**config.mk**
```make
export PLATFORM = sky130hd
export DESIGN_NAME = joysega_multi
export DESIGN_NICKNAME = d
export VERILOG_FILES = /design/src/rtl/joysega_pkg.sv /design/src/rtl/joysega_port.sv /design/src/rtl/joysega_multi.sv
export SDC_FILE = /design/constraint.sdc
export NUM_CORES = 1
export LEC_CHECK = 0
export ABC_CLOCK_PERIOD_IN_PS = 6200
export BUFFER_PORTS_ARGS = -buffer_cell sky130_fd_sc_hd__buf_2
export CAP_MARGIN = 20
export CORE_MARGIN = 5
export CORE_UTILIZATION = 55
export CTS_CLUSTER_SIZE = 10
export DETAILED_ROUTE_END_ITERATION = 8
export GPL_ROUTABILITY_DRIVEN = 1
export PLACE_DENSITY = 0.82
export SETUP_SLACK_MARGIN = 0.3
export SLEW_MARGIN = 20
export SYNTH_ARGS = -nofsm -noshare
export SYNTH_HDL_FRONTEND = slang
export SYNTH_SLANG_ARGS = --single-unit
```
**constraint.sdc**
```tcl
create_clock -name clk28 -period 6.2 [get_ports clk28]
set_input_delay 0.62 -clock clk28 [delete_from_list [all_inputs] [get_ports clk28]]
set_output_delay 0.62 -clock clk28 [all_outputs]
set_load 0.02 [all_outputs]
```
**src/rtl/joysega_pkg.sv**
```systemverilog
// Shared types and constants for the multi-port Mega Drive pad scanner.
package joysega_pkg;

   typedef enum logic [1:0] {
      PAD_NONE = 2'd0,
      PAD_3BTN = 2'd1,
      PAD_6BTN = 2'd2
   } pad_type_e;

   typedef enum logic {
      SEQ_IDLE = 1'b0,
      SEQ_SCAN = 1'b1
   } seq_state_e;

   localparam int BTN_W = 12;

   localparam int BTN_UP    = 0;
   localparam int BTN_DOWN  = 1;
   localparam int BTN_LEFT  = 2;
   localparam int BTN_RIGHT = 3;
   localparam int BTN_B1    = 4;
   localparam int BTN_B2    = 5;
   localparam int BTN_B3    = 6;
   localparam int BTN_START = 7;
   localparam int BTN_X     = 8;
   localparam int BTN_Y     = 9;
   localparam int BTN_Z     = 10;
   localparam int BTN_MODE  = 11;

   // Raw pad line packing inside a port: {b2, b1, right, left, down, up}
   localparam int LN_UP    = 0;
   localparam int LN_DOWN  = 1;
   localparam int LN_LEFT  = 2;
   localparam int LN_RIGHT = 3;
   localparam int LN_B1    = 4;
   localparam int LN_B2    = 5;
   localparam int LN_W     = 6;

endpackage

```
**src/rtl/joysega_port.sv**
```systemverilog
// One gamepad port: input synchronisers, per-step shadow capture, pad
// classification and atomic commit to the published button vector.
// Optional feature macro: JOYSEGA_TURBO_EN (turbo merge of x/y/z into b3/b1/b2).
module joysega_port
   import joysega_pkg::*;
(
   input  logic              clk28,
   input  logic              rst,
   input  logic [LN_W-1:0]   n_lines,
   input  logic [2:0]        step_idx,
   input  logic              sample_en,
   input  logic              commit_en,
   input  logic              turbo_strobe,
   output logic [BTN_W-1:0]  btn,
   output logic [1:0]        pad_type,
   output logic [2:0]        btn_turbo
);

   logic [LN_W-1:0] sync_q1;
   logic [LN_W-1:0] sync_q2;
   logic            conn_q;
   logic            six_q;
   logic            b3_q;
   logic            start_q;
   logic            b1_q;
   logic            b2_q;
   logic [3:0]      dir_q;
   logic [3:0]      xyzm_q;   // {mode, z, y, x}

   // Two-flop synchroniser on the raw active-low pad lines (idle high)
   always_ff @(posedge clk28 or posedge rst) begin
      if (rst) begin
         sync_q1 <= '1;
         sync_q2 <= '1;
      end else begin
         sync_q1 <= n_lines;
         sync_q2 <= sync_q1;
      end
   end

   // Shadow capture: each select step contributes its own fields
   always_ff @(posedge clk28 or posedge rst) begin
      if (rst) begin
         conn_q  <= 1'b0;
         six_q   <= 1'b0;
         b3_q    <= 1'b0;
         start_q <= 1'b0;
         b1_q    <= 1'b0;
         b2_q    <= 1'b0;
         dir_q   <= '0;
         xyzm_q  <= '0;
      end else if (sample_en) begin
         case (step_idx)
            3'd2: begin
               conn_q  <= ~sync_q2[LN_LEFT] & ~sync_q2[LN_RIGHT];
               b3_q    <= ~sync_q2[LN_B1];
               start_q <= ~sync_q2[LN_B2];
            end
            3'd3: begin
               dir_q <= ~sync_q2[LN_RIGHT:LN_UP];
               b1_q  <= ~sync_q2[LN_B1];
               b2_q  <= ~sync_q2[LN_B2];
            end
            3'd4: begin
               six_q <= conn_q & ~sync_q2[LN_UP] & ~sync_q2[LN_DOWN];
            end
            3'd5: begin
               // on the third high phase a 6-button pad muxes z/y/x/mode onto the directions
               xyzm_q <= six_q ? {~sync_q2[LN_RIGHT], ~sync_q2[LN_UP],
                                  ~sync_q2[LN_DOWN],  ~sync_q2[LN_LEFT]} : 4'b0000;
            end
            default: ;
         endcase
      end
   end

   // Publish all shadow fields in a single cycle; an unconnected pad reads as all-released
   always_ff @(posedge clk28 or posedge rst) begin
      if (rst) begin
         btn      <= '0;
         pad_type <= PAD_NONE;
      end else if (commit_en) begin
         btn      <= conn_q ? {xyzm_q, start_q, b3_q, b2_q, b1_q, dir_q} : '0;
         pad_type <= !conn_q ? PAD_NONE : (six_q ? PAD_6BTN : PAD_3BTN);
      end
   end

`ifdef JOYSEGA_TURBO_EN
   assign btn_turbo = {btn[BTN_B3] | (btn[BTN_X] & turbo_strobe),
                       btn[BTN_B2] | (btn[BTN_Z] & turbo_strobe),
                       btn[BTN_B1] | (btn[BTN_Y] & turbo_strobe)};
`else
   logic unused_turbo;
   assign unused_turbo = turbo_strobe;
   assign btn_turbo    = {btn[BTN_B3], btn[BTN_B2], btn[BTN_B1]};
`endif

endmodule

```
**src/rtl/joysega_multi.sv**
```systemverilog
// Multi-port Mega Drive pad scanner: one shared 8-step select sequencer
// driving PORTS joysega_port instances in parallel.
// Optional feature macro: JOYSEGA_TURBO_EN (handled inside joysega_port).
//
// state    | meaning
// SEQ_IDLE | joy_sel high, waiting for poll_req
// SEQ_SCAN | stepping through select steps 0..7, busy high
module joysega_multi
   import joysega_pkg::*;
#(
   parameter int PORTS       = 2,
   parameter int STEP_CYCLES = 128,
   parameter int SAMPLE_AT   = 120
) (
   input  logic                    clk28,
   input  logic                    rst,
   input  logic                    poll_req,
   input  logic                    turbo_strobe,
   input  logic [PORTS-1:0]        n_joy_up,
   input  logic [PORTS-1:0]        n_joy_down,
   input  logic [PORTS-1:0]        n_joy_left,
   input  logic [PORTS-1:0]        n_joy_right,
   input  logic [PORTS-1:0]        n_joy_b1,
   input  logic [PORTS-1:0]        n_joy_b2,
   output logic [PORTS-1:0]        joy_sel,
   output logic                    busy,
   output logic                    done,
   output logic [2*PORTS-1:0]      pad_type,
   output logic [BTN_W*PORTS-1:0]  btn,
   output logic [3*PORTS-1:0]      btn_turbo
);

   localparam int CNT_W = $clog2(STEP_CYCLES);
   // step timer counts down; cycle index k inside a step sits at count STEP_CYCLES-1-k
   localparam logic [CNT_W-1:0] CNT_LOAD   = CNT_W'(STEP_CYCLES - 1);
   localparam logic [CNT_W-1:0] CNT_SAMPLE = CNT_W'(STEP_CYCLES - 1 - SAMPLE_AT);

   seq_state_e       state_q;
   seq_state_e       state_d;
   logic [CNT_W-1:0] cnt_q;
   logic [2:0]       step_q;
   logic             step_end;
   logic             last_step;
   logic             sample_en;
   logic             commit_en;
   logic             sel_lvl;
   logic             done_q;

   assign step_end  = (cnt_q == '0);
   assign last_step = step_end && (step_q == 3'd7);

   // State register
   always_ff @(posedge clk28 or posedge rst) begin
      if (rst) state_q <= SEQ_IDLE;
      else     state_q <= state_d;
   end

   // Next-state: start on request, return to idle when step 7 expires
   always_comb begin
      state_d = state_q;
      case (state_q)
         SEQ_IDLE: if (poll_req)  state_d = SEQ_SCAN;
         SEQ_SCAN: if (last_step) state_d = SEQ_IDLE;
         default:                 state_d = SEQ_IDLE;
      endcase
   end

   // Outputs and per-port enables decoded from state and timer
   always_comb begin
      busy      = (state_q == SEQ_SCAN);
      sel_lvl   = (state_q == SEQ_SCAN) ? step_q[0] : 1'b1;
      sample_en = (state_q == SEQ_SCAN) && (cnt_q == CNT_SAMPLE);
      commit_en = (state_q == SEQ_SCAN) && last_step;
   end

   // Step timer and step index
   always_ff @(posedge clk28 or posedge rst) begin
      if (rst) begin
         cnt_q  <= '0;
         step_q <= '0;
      end else if (state_q == SEQ_IDLE) begin
         cnt_q  <= poll_req ? CNT_LOAD : '0;
         step_q <= '0;
      end else if (step_end) begin
         cnt_q  <= last_step ? '0 : CNT_LOAD;
         step_q <= step_q + 3'd1;
      end else begin
         cnt_q  <= cnt_q - CNT_W'(1);
      end
   end

   // Completion strobe lines up with the commit of the port registers
   always_ff @(posedge clk28 or posedge rst) begin
      if (rst) done_q <= 1'b0;
      else     done_q <= commit_en;
   end

   assign done    = done_q;
   assign joy_sel = {PORTS{sel_lvl}};

   for (genvar p = 0; p < PORTS; p++) begin : g_port
      joysega_port u_port (
         .clk28        (clk28),
         .rst          (rst),
         .n_lines      ({n_joy_b2[p], n_joy_b1[p], n_joy_right[p],
                         n_joy_left[p], n_joy_down[p], n_joy_up[p]}),
         .step_idx     (step_q),
         .sample_en    (sample_en),
         .commit_en    (commit_en),
         .turbo_strobe (turbo_strobe),
         .btn          (btn[p*BTN_W +: BTN_W]),
         .pad_type     (pad_type[2*p +: 2]),
         .btn_turbo    (btn_turbo[3*p +: 3])
      );
   end

endmodule
```
==> impl_results.md <==
* Share of cells above drive strength 1 at 0.286
* Synth top area cells: dfrtp_1 (47%), dfstp_2 (17%), nand2_1 (7.8%), o21ai_1 (5.8%), mux2_4 (3.3%)
* Critical path class: flip-flop to flip-flop
* Final Wtd Congestion at 0.839
* Crit path DAT at 2.36 ns
* Setup WS pre-CTS at 4.05 ns
* CP peak stage delay at 0.77 ns
* Status: complete, no violations
* Max VDD drop at 0.000198 V
* Pins over their slew limit at 0
* Core area at 6390 um2
* Clock buffer depth at 2
* Netlist cell types at 38
* Antenna violations before repair at 0
* Placed Area at 3900 um2
* Antenna viol nets, final at 0
* RSZ-0062 raised after global routing: false
* CP max-delay cell: nand4_1
* Final hold vios at 0
* Synth Area in Simple Gates at 0.150
* Max-slew headroom at 0.374
* Critical Path RT at 6.44 ns
* Initial Util at 0.570
* Critical path cell sequence: ha_1 > nor3b_1 > nand4_1 > a21o_1
* Period utilization at 0.342
* Cells after synthesis at 322
* Synth Area in XOR/XNOR at 0.00962
* DRC viols at 0
* Die width at 91.4 um
* Initial DRC count at 114
* Worst-Margin Slew at 0.936 ns
* LEAKAGE at 2.00 nW
* Biggest area consumer among synthesized cells: dfrtp_1
* Vias at 2,339
* Syn-to-layout area delta at 13.3%
* Crit path capture type: flip-flop
* Synth Area in Compound Gates at 0.0880
* Clock transition at path regs at 0.08 ns
* First-pass GRT wire length at 10,800 um
* Register area share after synthesis at 0.641
* Final Worst Setup Slack at 4.08 ns
* Setup_tns at 0 ns
* Vias in the first global route at 2,277
* Largest family of logic cells by synthesized area: simple AND/OR/NAND/NOR gates
* Post-route cell area at 4130 um2
* YS warnings at 0
* Synthesized Nets at 347
* # diodes at 0
* Per-cell routed wire length at 13.7 um
* DR pass1 iterations at 4
* Largest net degree at the start of global routing at 93
* Rows at 29
* Avg Cell Area, Syn at 11.3 um2
* Worst-path fanout max at 24
* Startpoint Class: flip-flop
* Io pins at 54
* GRT Total Usage at 0.158
* H-tree Lvls at 3
* Fill cells at 495
* Final setup vio count at 0
* TritonCTS clock tree: built
* FF+latch count, synth at 92
* CTS Buf Count at 9
* Final WL at 6130 um
* Post CTS Setup Buffer Count at 0
* Cell Pwr Density at 317 nW/um2
* Chip Height at 91.4 um
* Crit path time final at 2.12 ns
* Fmax achieved at 471 MHz
* Clock tree sinks at 92
* Top FF cell, synth: dfrtp_1
* Final #Nets at 391
* Layout Skew at 0.00940 ns
* Asr flop ratio synth at 1.00
* Post-synth EDFFs at 0
* Detailed-placement wirelength estimate at 4220 um
* Cell area after synthesis at 3640 um2
* Die area at 8350 um2
* HP Class: flip-flop to flip-flop
* Mux cell area share after synthesis at 0.0392
* Post-CTS sizing at 0
* Max cap viols at 0
* Port bufs at 52
* Clock Latency Late Sink at 0.35 ns
* Drt via density at 5.22
* Post-synthesis adder-cell area fraction at 0.0309
* Hold-fix buffers, CTS at 0
* CTS Root Cell: clkbuf_8
* Area share of the largest cell type after synthesis at 0.467
* Congestion Overflow GR at 0
cells by family after synthesis:
logic type | count (synthesis)
simple gates | 117
flops | 92
compound gates | 59
buf+inv | 31
mux | 10
fa+ha+maj | 9
xor+xnor | 4
per-layer routing:
layer,share of wire,vias to the layer above,global-route usage
met3,0.052,13,0.0430
met2,0.44,55,0.236
met4,0.020,0,0.0636
met5,0,-,0
met1,0.48,1124,0.220
li1,-,1147,-
worst paths after layout:
path | start | to | slack (ns) | cells past startpoint
min in group asynchronous | rst | g_port[0].u_port.btn[4]$_DFFE_PP0P_ | 0.45 | 3
max in group asynchronous | rst | g_port[1].u_port.btn[6]$_DFFE_PP0P_ | 5.18 | 3
worst max register to register | cnt_q[0]$_DFF_PP0_ | g_port[0].u_port.dir_q[0]$_DFFE_PP0P_ | 4.08 | 4
worst min-delay path | g_port[1].u_port.sync_q1[0]$_DFF_PP1_ | g_port[1].u_port.sync_q2[0]$_DFF_PP1_ | 0.35 | 0
worst min register to register | g_port[1].u_port.sync_q1[0]$_DFF_PP1_ | g_port[1].u_port.sync_q2[0]$_DFF_PP1_ | 0.35 | 0
worst max-delay path | cnt_q[0]$_DFF_PP0_ | g_port[0].u_port.dir_q[0]$_DFFE_PP0P_ | 4.08 | 4
sequential cells by signal, summed over array words and instances, names as in the netlist:
register                flops
cnt_q                       7
g_port.u_port.sync_q1      12
g_port.u_port.btn          24
g_port.u_port.start_q       2
g_port.u_port.xyzm_q        8
done                        1
step_q                      3
g_port.u_port.b3_q          2
busy                        1
g_port.u_port.b1_q          2
g_port.u_port.dir_q         8
g_port.u_port.sync_q2      12
g_port.u_port.six_q         2
g_port.u_port.pad_type      4
g_port.u_port.b2_q          2
g_port.u_port.conn_q        2
synthesized netlist by cell type (2+ instances only):
master	number
nand2_1	76
dfrtp_1	68
o21ai_1	42
dfstp_2	24
inv_1	10
ha_1	9
nor2b_1	9
buf_4	8
clkbuf_1	8
mux2_4	8
nor2_1	7
o21ai_0	6
buf_2	5
nor3_1	4
a21o_1	3
nand2b_1	3
nand4_1	3
nor3b_1	3
a31oi_1	2
and2_1	2
mux2_1	2
nand3_1	2
xnor2_1	2
xor2_1	2
worst max-delay path, delay by kind of cell, from the launching register on:
kind                       cells  cell delay [ns]
DFF                            1             0.41
adders and majority gates      1             0.18
AOI/OAI and AO/OA              1             0.41
and+or+nand+nor                2             1.01
placed cells by master, fill, tap and decap left out, types with 3 or more instances in the layout:
cell / synthesis / final
clkbuf_8: 0 / 10
nor3_1: 4 / 4
o21ai_0: 6 / 6
nor2b_1: 9 / 9
buf_2: 5 / 52
nand2b_1: 3 / 3
nand4_1: 3 / 3
dfstp_2: 24 / 24
nor2_1: 7 / 7
nand2_1: 76 / 76
ha_1: 9 / 9
a21o_1: 3 / 3
o21ai_1: 42 / 42
nor3b_1: 3 / 3
inv_1: 10 / 9
mux2_4: 8 / 8
dfrtp_1: 68 / 68
where the power goes:
group          internal (mW)  switching (mW)
Clock                  0.240           0.202
Combinational         0.0740          0.0956
Sequential             0.648          0.0490
per-stage QoR:
stage	cells	hold slack [ns]	util	power, mW
floorplan	322	0.345	-	0.835
global placement	432	0.346	0.611	0.863
detailed placement	432	0.347	0.611	0.878
CTS	448	0.336	0.646	1.32
global route	448	0.331	0.646	1.38
finish	448	0.355	0.646	1.31
cell type report:
type / instances / area [um2] / area share
Clock buffer: 11 / 141 / 0.0343
Clock inverter: 5 / 82.6 / 0.0200
Inverter: 10 / 38.8 / 0.00940
Multi-Input combinational cell: 199 / 1160 / 0.280
Sequential cell: 92 / 2330 / 0.565
Tap cell: 77 / 96.3 / 0.0233
Timing Repair Buffer: 54 / 279 / 0.0676
Note: power is estimated with default switching activity, not from simulation.
